[src/rtl/mau_axil_pkg.sv]
// Shared types and constants for the AXI4-Lite memory access unit.
// Holds the FSM state encoding, AXI response codes and a width helper.
package mau_axil_pkg;

  typedef enum logic [2:0] {
    IDLE,
    RD_ADDR,
    RD_DATA,
    WR_REQ,
    WR_RESP,
    RESP
  } state_t;

  localparam logic [1:0] RESP_OKAY   = 2'b00;
  localparam logic [1:0] RESP_EXOKAY = 2'b01;
  localparam logic [1:0] RESP_SLVERR = 2'b10;
  localparam logic [1:0] RESP_DECERR = 2'b11;

  // Number of byte-offset bits for a bus with strb_w byte lanes.
  function automatic int log2_strb(input int strb_w);
    int r;
    r = 0;
    for (int i = 0; i < 8; i++) begin
      if ((1 << i) < strb_w) r = i + 1;
    end
    return r;
  endfunction

  // EXOKAY counts as success; only SLVERR/DECERR report an error.
  function automatic logic resp_is_err(input logic [1:0] resp);
    return (resp == RESP_SLVERR) || (resp == RESP_DECERR);
  endfunction

endpackage

[src/rtl/mau_axil.sv]
// AXI4-Lite memory access unit: one outstanding load/store from the core
// to the DCCM slave, with alignment check and zero-strobe short-circuit.
module mau_axil
  import mau_axil_pkg::*;
#(
  parameter int DATA_W = 32,
  parameter int ADDR_W = 32,
  localparam int STRB_W = DATA_W / 8
) (
  input  logic              clk,
  input  logic              resetn,
  input  logic              req_valid,
  output logic              req_ready,
  input  logic              req_write,
  input  logic [ADDR_W-1:0] req_addr,
  input  logic [DATA_W-1:0] req_wdata,
  input  logic [STRB_W-1:0] req_wstrb,
  output logic              rsp_valid,
  output logic [DATA_W-1:0] rsp_rdata,
  output logic              rsp_err,
  output logic [ADDR_W-1:0] m_axi_araddr,
  output logic              m_axi_arvalid,
  input  logic              m_axi_arready,
  input  logic [DATA_W-1:0] m_axi_rdata,
  input  logic [1:0]        m_axi_rresp,
  input  logic              m_axi_rvalid,
  output logic              m_axi_rready,
  output logic [ADDR_W-1:0] m_axi_awaddr,
  output logic              m_axi_awvalid,
  input  logic              m_axi_awready,
  output logic [DATA_W-1:0] m_axi_wdata,
  output logic [STRB_W-1:0] m_axi_wstrb,
  output logic              m_axi_wvalid,
  input  logic              m_axi_wready,
  input  logic [1:0]        m_axi_bresp,
  input  logic              m_axi_bvalid,
  output logic              m_axi_bready
);

  localparam int OFS_W = log2_strb(STRB_W);

  state_t state;
  logic   misaligned;
  logic   aw_ok;
  logic   w_ok;

  assign misaligned = (req_addr[OFS_W-1:0] != '0);

  // A channel is finished once its valid has dropped or handshakes this cycle.
  assign aw_ok = !m_axi_awvalid || m_axi_awready;
  assign w_ok  = !m_axi_wvalid  || m_axi_wready;

  always_ff @(posedge clk or negedge resetn) begin
    if (!resetn) begin
      state         <= IDLE;
      req_ready     <= 1'b0;
      rsp_valid     <= 1'b0;
      rsp_err       <= 1'b0;
      rsp_rdata     <= '0;
      m_axi_araddr  <= '0;
      m_axi_arvalid <= 1'b0;
      m_axi_rready  <= 1'b0;
      m_axi_awaddr  <= '0;
      m_axi_awvalid <= 1'b0;
      m_axi_wdata   <= '0;
      m_axi_wstrb   <= '0;
      m_axi_wvalid  <= 1'b0;
      m_axi_bready  <= 1'b0;
    end else begin
      case (state)
        // RESP already shows req_ready, so it can accept exactly like IDLE.
        IDLE, RESP: begin
          rsp_valid <= 1'b0;
          rsp_err   <= 1'b0;
          req_ready <= 1'b1;
          state     <= IDLE;
          if (req_valid && req_ready) begin
            req_ready    <= 1'b0;
            m_axi_araddr <= req_addr;
            m_axi_awaddr <= req_addr;
            m_axi_wdata  <= req_wdata;
            m_axi_wstrb  <= req_wstrb;
            if (misaligned) begin
              rsp_valid <= 1'b1;
              rsp_err   <= 1'b1;
              rsp_rdata <= '0;
              req_ready <= 1'b1;
              state     <= RESP;
            end else if (req_write && (req_wstrb == '0)) begin
              rsp_valid <= 1'b1;
              rsp_err   <= 1'b0;
              rsp_rdata <= '0;
              req_ready <= 1'b1;
              state     <= RESP;
            end else if (req_write) begin
              m_axi_awvalid <= 1'b1;
              m_axi_wvalid  <= 1'b1;
              state         <= WR_REQ;
            end else begin
              m_axi_arvalid <= 1'b1;
              state         <= RD_ADDR;
            end
          end
        end

        RD_ADDR: begin
          if (m_axi_arready) begin
            m_axi_arvalid <= 1'b0;
            m_axi_rready  <= 1'b1;
            state         <= RD_DATA;
          end
        end

        RD_DATA: begin
          if (m_axi_rvalid) begin
            m_axi_rready <= 1'b0;
            rsp_valid    <= 1'b1;
            rsp_err      <= resp_is_err(m_axi_rresp);
            rsp_rdata    <= m_axi_rdata;
            req_ready    <= 1'b1;
            state        <= RESP;
          end
        end

        // AW and W retire independently, in either order or together.
        WR_REQ: begin
          if (m_axi_awvalid && m_axi_awready) m_axi_awvalid <= 1'b0;
          if (m_axi_wvalid && m_axi_wready)   m_axi_wvalid  <= 1'b0;
          if (aw_ok && w_ok) begin
            m_axi_bready <= 1'b1;
            state        <= WR_RESP;
          end
        end

        WR_RESP: begin
          if (m_axi_bvalid) begin
            m_axi_bready <= 1'b0;
            rsp_valid    <= 1'b1;
            rsp_err      <= resp_is_err(m_axi_bresp);
            rsp_rdata    <= '0;
            req_ready    <= 1'b1;
            state        <= RESP;
          end
        end

        default: state <= IDLE;
      endcase
    end
  end

endmodule

[config.mk]
export PLATFORM = sky130hd
export DESIGN_NAME = mau_axil
export DESIGN_NICKNAME = d
export VERILOG_FILES = /design/src/rtl/mau_axil_pkg.sv /design/src/rtl/mau_axil.sv
export SDC_FILE = /design/constraint.sdc
export NUM_CORES = 1
export LEC_CHECK = 0
export CORE_AREA = 2 2 118 120
export CTS_CLUSTER_DIAMETER = 120
export CTS_CLUSTER_SIZE = 28
export DETAILED_ROUTE_END_ITERATION = 12
export DIE_AREA = 0 0 120 122
export PLACE_DENSITY = 0.84
export REMOVE_ABC_BUFFERS = 1
export SLEW_MARGIN = 20
export SYNTH_ARGS = -nofsm -noshare
export SYNTH_HDL_FRONTEND = slang
export SYNTH_SLANG_ARGS = --single-unit
[constraint.sdc]
create_clock -name clk -period 1.73 [get_ports clk]
set_input_delay 0.346 -clock clk [delete_from_list [all_inputs] [get_ports clk]]
set_output_delay 0.346 -clock clk [all_outputs]
set_load 0.02 [all_outputs]
Word-level counts from Yosys, hierarchy flattened
Index checks and enable logic that the tools add are counted.

word-level totals
  flip-flop bits (word level) = 111
  input bits = 113
  logic and storage cells = 111

operators by class
  mux-type cells = 48
  equality and inequality tests = 21
  reduce and logical (&&, ||, !) cells = 29

operators by type and width
  operator                                       count
  two-way mux 32 bit                             5
  case mux 32 bit (3 select lines)               1
  two-way mux 1 bit                              25
  != test 2 bit, second input constant           11
  two-way mux 3 bit                              7
  AND reduction 6 bit                            3
  case mux 3 bit (5 select lines)                1
  case mux 1 bit (2 select lines)                5
  nonzero test 2 bit                             5
  case mux 1 bit (3 select lines)                3
  AND reduction 3 bit                            3
  == test 2 bit, second input constant           4
  == test 3 x 2 -> 1 bit, second input constant  2
  == test 3 bit, second input constant           2
  logical AND 1 bit                              5
  AND reduction 5 bit                            1
  logical NOT 4 bit                              1
  logical OR 1 bit                               4
  AND reduction 4 bit                            1
  == test 3 x 1 -> 1 bit, second input constant  1
  logical NOT 3 bit                              1
  != test 3 bit, second input constant           1
  nonzero test 3 bit                             1
  logical NOT 1 bit                              2
  other kinds (3)                                3

Longest topological paths before layout
Gate-level depths: netlist (run 1).

  depth after elaboration = 6
  depth in mapped cells = 6

Worst setup path after synthesis (run 1)
Ideal clock, no wire load.

  kind = register to register
  start point = register state[0]
  end point = register m_axi_awaddr[0]
  required time = 1.605 ns
  stages on the path, launching flop included = 6
  slack = -0.141 ns
  data arrival time = 1.746 ns
  cells stage by stage = dfrtp_1 > nor2b_1 > buf_2 > nor4_4 > buf_6 > mux2_2

on the way
  word-level cells in the longest chain between the ends = 3

RTL lines
  what                                                       line            source
  from (decl)                                                mau_axil.sv:42  state_t state;
  from (signal assigned)                                     mau_axil.sv:55  state <= IDLE;
  from (signal assigned)                                     mau_axil.sv:76  state <= IDLE;
  from (signal assigned)                                     mau_axil.sv:88  state <= RESP;
  == test 3 bit / logical NOT 3 bit (equally long branches)  mau_axil.sv:70  case (state)
  OR reduction 2 bit *                                       mau_axil.sv:70
  AND reduction 2 bit (no line) *                            -
  to (signal assigned)                                       mau_axil.sv:80  m_axi_awaddr <= req_addr;
  to (decl)                                                  mau_axil.sv:28  output logic [ADDR_W-1:0] m_axi_awaddr,

Mark *: on every way between the ends. The rest lies on a longest branch, timed or not.
A chain may end at the register's enable or synchronous reset.

Worst setup path in the final report (run 1)
  start point = register state[0]
  end point = register m_axi_wstrb[0]

on the way
  word-level cells in the longest chain between the ends = 3

RTL lines
  what                                                       line            source
  == test 3 bit / logical NOT 3 bit (equally long branches)  mau_axil.sv:70
  OR reduction 2 bit *                                       mau_axil.sv:70
  AND reduction 2 bit (no line) *                            -
  to (signal assigned)                                       mau_axil.sv:82  m_axi_wstrb <= req_wstrb;
  to (decl)                                                  mau_axil.sv:32  output logic [STRB_W-1:0] m_axi_wstrb,

Marks and branches as above.

==> reports/qor_table.md, run 1 <==
| Step | Metric | This run |
|---|---|---|
| sta | Timing-limited maximum frequency | 0.558 GHz |
| place | Worst-case setup slack after placement | -606 ps |
| routing | Violation count after the first detailed-route iteration | 242 |
| logic synthesis | Async set-or-reset flop fraction in the synthesized netlist | 1.00 |
| logic synthesis | Number of synthesis warnings | 0 |
| worst setup path | Category of the worst setup path launch point | register |
| routing | Drt first pass iters | 4 |
| clocking | Later-pin clock latency in the skew report | 350 ps |
| clocking | Clock Root Buffer | clkbuf_16 |
| place | Detail Placement HPWL | 9.30 mm |
| logic synthesis | Top cells by count, synth | 111 x dfrtp_1, 47 x mux2_2, 32 x a22o_1, 32 x buf_4, 21 x mux2_1 |
| logic synthesis | Avg Cell Area, Syn | 14.1 um^2 |
| cells and area | Post-route design area | 0.00830 mm^2 |
| global routing | All-Layer GR Usage | 0.178 |
| logic synthesis | Main synth FF type | dfrtp_1 |
| sta | Time the worst path needs with I/O delays and setup | 1790 ps |
| routing | Via-per-instance ratio | 4.89 |
| sta | Final count of hold timing violations | 0 |
| power | Design Power | 0.0173 W |
| die | Die area | 0.0146 mm^2 |
| cells and area | Total Nets Final | 691 |
| power | Total leakage power | 4.11 nW |
| die | Number of I/O pins | 253 |
| place | Number of placed instances with taps included | 730 |
| status | Result of the run | complete, but fails checks |
| clocking | Maximum clock path buffer count | 2 |
| status | Violated checks | setup timing |
| sta | Actual transition at the worst max-transition pin | 645 ps |
| worst setup path | CP Capture Type | register |
| logic synthesis | Top cells by area in the synthesized netlist | dfrtp_1 60%, mux2_2 11%, a22o_1 6.1% |
| routing | Via count | 3731 |
| logic synthesis | Synthesized flop and latch total | 111 |
| power | Maximum vdd drop | 1.08 mV |
| die | Starting density of the core | 0.342 |
| sta | Worst hold slack after final layout | 22.5 ps |
| die | Placeable core region | 0.0135 mm^2 |
| clocking | Post-CTS clock slew at the launch and capture registers of the worst setup and hold paths | 70 ps |
| logic synthesis | Sequential fraction of the synthesis area | 0.601 |
| clocking | TritonCTS clock tree | done |
| clocking | Clock sink count | 111 |
| worst setup path | CP max stage cell | dfrtp_2 |
| die | Site row count | 43 |
| sta | Slew HR | 0.570 |
| logic synthesis | Cell with the most instances after synthesis | dfrtp_1 |
| global routing | Overall overflow remaining after global route | 0 |
| worst setup path | Category of the most critical setup path | reg2reg |
| place | Instance area at placement | 0.00719 mm^2 |
| place | Final estimated routing congestion in global placement | 0.860 |
| clocking | Number of buffers created by CTS | 9 |
| clocking | Clock H-tree levels | 3 |
| clocking | Hold_buf cts | 0 |
| routing | Total DRC errors in the routed layout | 0 |
| sta | Final worst slack | -62.1 ps |
| cells and area | Final std cells w/o fill | 763 |
| cells and area | Share of post-route cells with drive strength above 1 | 0.240 |
| logic synthesis | Number of synthesized flops with an enable pin | 0 |
| logic synthesis | Synth top area share | 0.601 |
| sta | # setup viols final | 61 |
| sta | Worst clock skew | 9.82 ps |
| logic synthesis | Cell Area, Synth | 0.00462 mm^2 |
| cells and area | Count of inserted antenna diode cells | 0 |
| worst setup path | WP data required | 1960 ps |
| sta | RSZ-0062 raised after global routing | yes |
| place | Number of buffer cells added on primary ports | 250 |
| logic synthesis | Count of different cell masters after synthesis | 41 |
| global routing | Global-route wire length before repair | 20.3 mm |
| global routing | Antenna violations before repair | 0 |
| sta | Tcrit/Tclk final | 1.04 |
| routing | Routed wire length | 15.2 mm |
| routing | Per-cell routed wire length | 19.9 um |
| logic synthesis | Syn Inst Count | 329 |
| global routing | Maximum number of pins on one net before global-route repair | 112 |
| worst setup path | Arr. time, crit path | 2020 ps |
| power | Ratio of total power to cell area | 2080 mW/mm^2 |
| sta | Total count of max-transition violations in the final report | 0 |
| worst setup path | Critical register-to-register path startpoint | state[0] |
| worst setup path | Crit path largest cell delay | 450 ps |
| global routing | Vias in the first global route | 3805 |
| die | Die boundary height | 122 um |
| routing | Post-detailed-route count of antenna-violating nets | 0 |
| cells and area | Relative area change from synthesis to final layout | 79.5% |
| hold path | Path class of the lowest-slack min-delay path | in2async |
| worst setup path | Worst path cell trace | nor2b_4 > nor4_4 > buf_6 > clkbuf_16 > mux2_4 |
| logic synthesis | Synth area leader | dfrtp_1 |
| worst setup path | CP max FO | 7 |
| die | Horizontal die dimension | 120 um |
| worst setup path | Critical Path Start | state[0] |
| run | Count of max-cap constraint violations | 0 |
==> power by group <==
group	internal, W	leakage, nW	total (W)	switching, W
logic	0.00557	2.58	0.0102	0.00467
clock network	0.00145	0.168	0.00241	0.000957
registers	0.00378	1.36	0.00464	0.000864
total	0.0108	4.11	0.0173	0.00649
==> repair_timing <==
item                                    CTS  global route
buffers inserted                          1             3
endpoints found under the setup margin  128           145
cloned                                    1            12
resized for setup                        35           140
pin swaps                                 3             4
==> kinds of logic (layout without fill, tap and decap cells) <==
family | Yosys count | after routing | synth area share
buffers and inverters | 57 | 310 | 0.0853
AND/OR/NAND/NOR | 34 | 35 | 0.0425
AO/OA/AOI/OAI | 58 | 58 | 0.104
flip-flops | 111 | 111 | 0.601
multiplexers | 69 | 69 | 0.168
==> through the flow <==
step / utilization / TNS [ps]
2_1_floorplan: - / -169580
6_report: 0.614 / -2140
4_1_cts: 0.563 / -785
5_1_grt: 0.614 / -7550
3_3_place_gp: 0.532 / -40090
3_5_place_dp: 0.532 / -44010
==> path summary, 6_finish.rpt <==
| kind | end | slack (ps) | cells after the start |
|---|---|---|---|
| worst max-delay path | m_axi_wstrb[0] | -60 | 5 |
| min in group clk | m_axi_wstrb[0] | 310 | 2 |
| worst min-delay path | m_axi_rready | 20 | 2 |
| worst min register to register | rsp_rdata[29] | 500 | 1 |
| worst max register to register | m_axi_wstrb[0] | -60 | 5 |
| max in group asynchronous | state[2] | 1140 | 2 |
==> state kept, by name (all words and copies together), names as in the netlist <==
name and flops:
req_ready 1, m_axi_wdata 32, rsp_err 1, rsp_valid 1, m_axi_wstrb 4, m_axi_arvalid 1, m_axi_awvalid 1, state 3
rsp_rdata 32, m_axi_awaddr 32, m_axi_rready 1, m_axi_wvalid 1, m_axi_bready 1
==> layout make-up <==
class | instances | area, um^2
clock inverter | 6 | 108
fill | 1012 | 5210
sequential | 111 | 2780
tap | 180 | 225
timing repair buffer | 287 | 3120
inverter | 7 | 26.3
clock buffer | 10 | 239
multi-input combinational | 162 | 1800
==> worst max-delay path: cells and delay by family (launching register included) <==
family / cells / cell delay [ps]
buffers and inverters: 2 / 430
DFF: 1 / 450
muxes: 1 / 300
and+or+nand+nor: 2 / 490
==> cell usage in the layout, fill, tap and decap left out, drive strengths merged, types with 4 or more instances in the layout <==
cell / count
o22ai: 4
nand3: 4
buf: 31
nor2b: 4
dfrtp: 111
dlymetal6s2s: 50
o21ai: 4
dlygate4sd2: 22
nor2: 9
a22o: 32
clkbuf: 17
clkdlybuf4s50: 177
nand2: 6
inv: 7
mux2: 68
==> metal layers <==
layer	track usage	part of all wire	wire, um
met5	0	0	0
met2	0.307	0.52	7860
met1	0.209	0.42	6310
met4	0.0882	0.022	327
met3	0.0417	0.046	705
Power figures use the tool's default switching activity.
==> inputs of run 2 (changes only) <==
--- a/constraint.sdc
+++ b/constraint.sdc
@@ -3,2 +3,2 @@
 set_output_delay 0.346 -clock clk [all_outputs]
-set_load 0.02 [all_outputs]
+set_load 0.1 [all_outputs]
==> run 2 against run 1 <==
The run still ends with setup timing left; worst hold slack better by 360 ps; die area stayed put; clock skew shrank 2.0 ps; global-route usage up 3.2 points; sequential share of layout area is 4.4 points lower; highest routed layer unchanged; via count increased by 4.1%; cell area grew 15%; flip-flop and latch count is the same; count of clock-buffer cells in the layout up 2; wire length grew 12%; critical path depth rose by 3.
==> reports/qor_table.md, run 2 (same netlist as run 1, synthesis figures left out) <==
| Step | Metric | This run | vs previous |
|---|---|---|---|
| status | Result of the run | complete, but fails checks | unchanged |
| status | Violated checks | setup timing | unchanged |
| hold path | Path class of the lowest-slack min-delay path | in2async | unchanged |
| routing | Via-per-instance ratio | 5.01 | was 4.89 |
| clocking | Clock H-tree levels | 3 | unchanged |
| cells and area | Util after Layout | 0.708 | was 0.614 |
| die | Number of I/O pins | 253 | unchanged |
| worst setup path | R2R Setup Slk | -70 ps | was -60 ps |
| cells and area | Commonest non-fill, non-tap cell in the layout | buf_12 | was clkdlybuf4s50_1 |
| sta | Tcrit/Tclk final | 1.04 | about the same |
| place | Instance area at placement | 0.00862 mm^2 | was 0.00719 mm^2 |
| cells and area | Share of post-route cells with drive strength above 1 | 0.459 | was 0.240 |
| worst setup path | Category of the worst setup path launch point | register | unchanged |
| sta | Timing-limited maximum frequency | 0.556 GHz | was 0.558 GHz |
| cells and area | Leading cell types in the layout, fill and taps excluded | 144 x buf_12, 109 x dfrtp_1, 104 x clkdlybuf4s50_1 | was 177 x clkdlybuf4s50_1, 108 x dfrtp_1, 68 x mux2_4 |
| worst setup path | CP max FO | 8 | was 7 |
| routing | Drt first pass iters | 4 | unchanged |
| sta | Time the worst path needs with I/O delays and setup | 1800 ps | was 1790 ps |
| global routing | Overall overflow remaining after global route | 0 | unchanged |
| worst setup path | Category of the most critical setup path | reg2reg | unchanged |
| cells and area | Top Registers | m_axi_awaddr: 32 flops, m_axi_wdata: 32 flops, rsp_rdata: 32 flops | unchanged |
| routing | Per-cell routed wire length | 22.0 um | was 19.9 um |
| routing | Routed wire length | 17.1 mm | was 15.2 mm |
| cells and area | Multi-input gate area in the final layout | 0.00170 mm^2 | was 0.00180 mm^2 |
| sta | # setup viols final | 59 | was 61 |
| sta | Final count of hold timing violations | 0 | unchanged |
| sta | Actual transition at the worst max-transition pin | 497 ps | was 645 ps |
| cells and area | Sequential cell area | 0.00278 mm^2 | about the same |
| clocking | Later-pin clock latency in the skew report | 350 ps | about the same |
| sta | Total count of max-transition violations in the final report | 0 | unchanged |
| global routing | Global-route wire length before repair | 23.5 mm | was 20.3 mm |
| global routing | All-Layer GR Usage | 0.210 | was 0.178 |
| sta | Sum Neg Setup Slack | -1640 ps | was -2140 ps |
| sta | Worst hold slack after final layout | 378 ps | was 22.5 ps |
| sta | Final worst slack | -67.8 ps | was -62.1 ps |
| place | Detail Placement HPWL | 11.3 mm | was 9.30 mm |
| worst setup path | Critical register-to-register path startpoint | state[0] | unchanged |
| routing | Post-detailed-route count of antenna-violating nets | 0 | unchanged |
| worst setup path | WP data required | 1970 ps | was 1960 ps |
| place | Number of buffer cells added on primary ports | 250 | unchanged |
| clocking | Clock sink count | 111 | unchanged |
| clocking | TritonCTS clock tree | done | unchanged |
| die | Placeable core region | 0.0135 mm^2 | unchanged |
| run | Count of max-cap constraint violations | 0 | unchanged |
| clocking | Number of buffers created by CTS | 9 | unchanged |
| die | Starting density of the core | 0.342 | unchanged |
| clocking | Clock Root Buffer | clkbuf_16 | unchanged |
| global routing | Antenna violations before repair | 0 | unchanged |
| global routing | Vias in the first global route | 4210 | was 3805 |
| cells and area | Post-route design area | 0.00956 mm^2 | was 0.00830 mm^2 |
| sta | Worst clock skew | 7.81 ps | was 9.82 ps |
| sta | Slew HR | 0.666 | was 0.570 |
| sta | RSZ-0062 raised after global routing | yes | unchanged |
| die | Site row count | 43 | unchanged |
| cells and area | Total Nets Final | 703 | was 691 |
| place | Final estimated routing congestion in global placement | 0.852 | was 0.860 |
| global routing | Maximum number of pins on one net before global-route repair | 55 | was 112 |
| worst setup path | Reg2reg path depth | 8 | was 5 |
| cells and area | Fill cells | 823 | was 1012 |
| clocking | Maximum clock path buffer count | 2 | unchanged |
| worst setup path | Arr. time, crit path | 2040 ps | was 2020 ps |
| die | Die area | 0.0146 mm^2 | unchanged |
| die | Die boundary height | 122 um | unchanged |
| worst setup path | Worst R2R End | rsp_rdata[14] | was m_axi_wstrb[0] |
| cells and area | Relative area change from synthesis to final layout | 107% | was 79.5% |
| clocking | Post-CTS clock slew at the launch and capture registers of the worst setup and hold paths | 70 ps | about the same |
| cells and area | Count of inserted antenna diode cells | 0 | unchanged |
| worst setup path | CP Capture Type | register | unchanged |
| routing | Violation count after the first detailed-route iteration | 273 | was 242 |
| die | Horizontal die dimension | 120 um | unchanged |
| routing | Via count | 3883 | was 3731 |
| routing | Total DRC errors in the routed layout | 0 | unchanged |
-- run 2: routing by layer --
metal	vias to the layer above	GRT usage	routed length, um
met3	26	0.0473	894
met1	2004	0.241	6510
met5	-	0	0
met2	178	0.379	9360
met4	0	0.0875	311
li1	1675	-	-
-- run 2: cell type report --
class	count	area share
multi-input cells	162	0.178
inverters	7	0.00275
repair buffers	299	0.474
clock inverters	4	0.00471
flip-flops and latches	111	0.291
clock buffers	12	0.0258
well taps	180	0.0236
-- run 2: through the flow --
stage,worst slack (ps),instances
2_1_floorplan,-2430,279
3_3_place_gp,-466,732
3_5_place_dp,-598,732
4_1_cts,-19.4,762
5_1_grt,-130,775
6_report,-67.8,775
-- run 2: worst max path at each step --
stage | slack (ps) | end | cells after the start | from
3_3_place_gp | -470 | rsp_rdata[29] | 4 | m_axi_rvalid
2_1_floorplan | -2430 | state[1] | 4 | req_ready
6_report | -70 | rsp_rdata[14] | 8 | state[0]
3_5_place_dp | -600 | rsp_rdata[0] | 4 | m_axi_rvalid
5_1_grt | -130 | rsp_rdata[29] | 8 | state[0]
4_1_cts | -20 | rsp_rdata[2] | 4 | state[2]
-- run 2: what timing repair did --
action / CTS / global route
resized for setup: 25 / 58
hold endpoints to repair: 8 / 0
hold buffers: 1 / 0
endpoints found under the setup margin: 104 / 79
gates cloned: 5 / 8
setup buffers: 9 / 9
pin swaps: 3 / 3
-- run 2: critical path, stage by stage (launching register included) --
cell       delay (ps)
dfrtp_1           420
nor2b_4           160
buf_6             130
a221oi_2          180
buf_4             180
o41ai_4           100
buf_4             160
clkbuf_16         150
a22o_1            200
Power of run 2 is left out: the tool's default activity adds up to more than one toggle a clock period on the data nets, which glitch-free logic cannot reach.
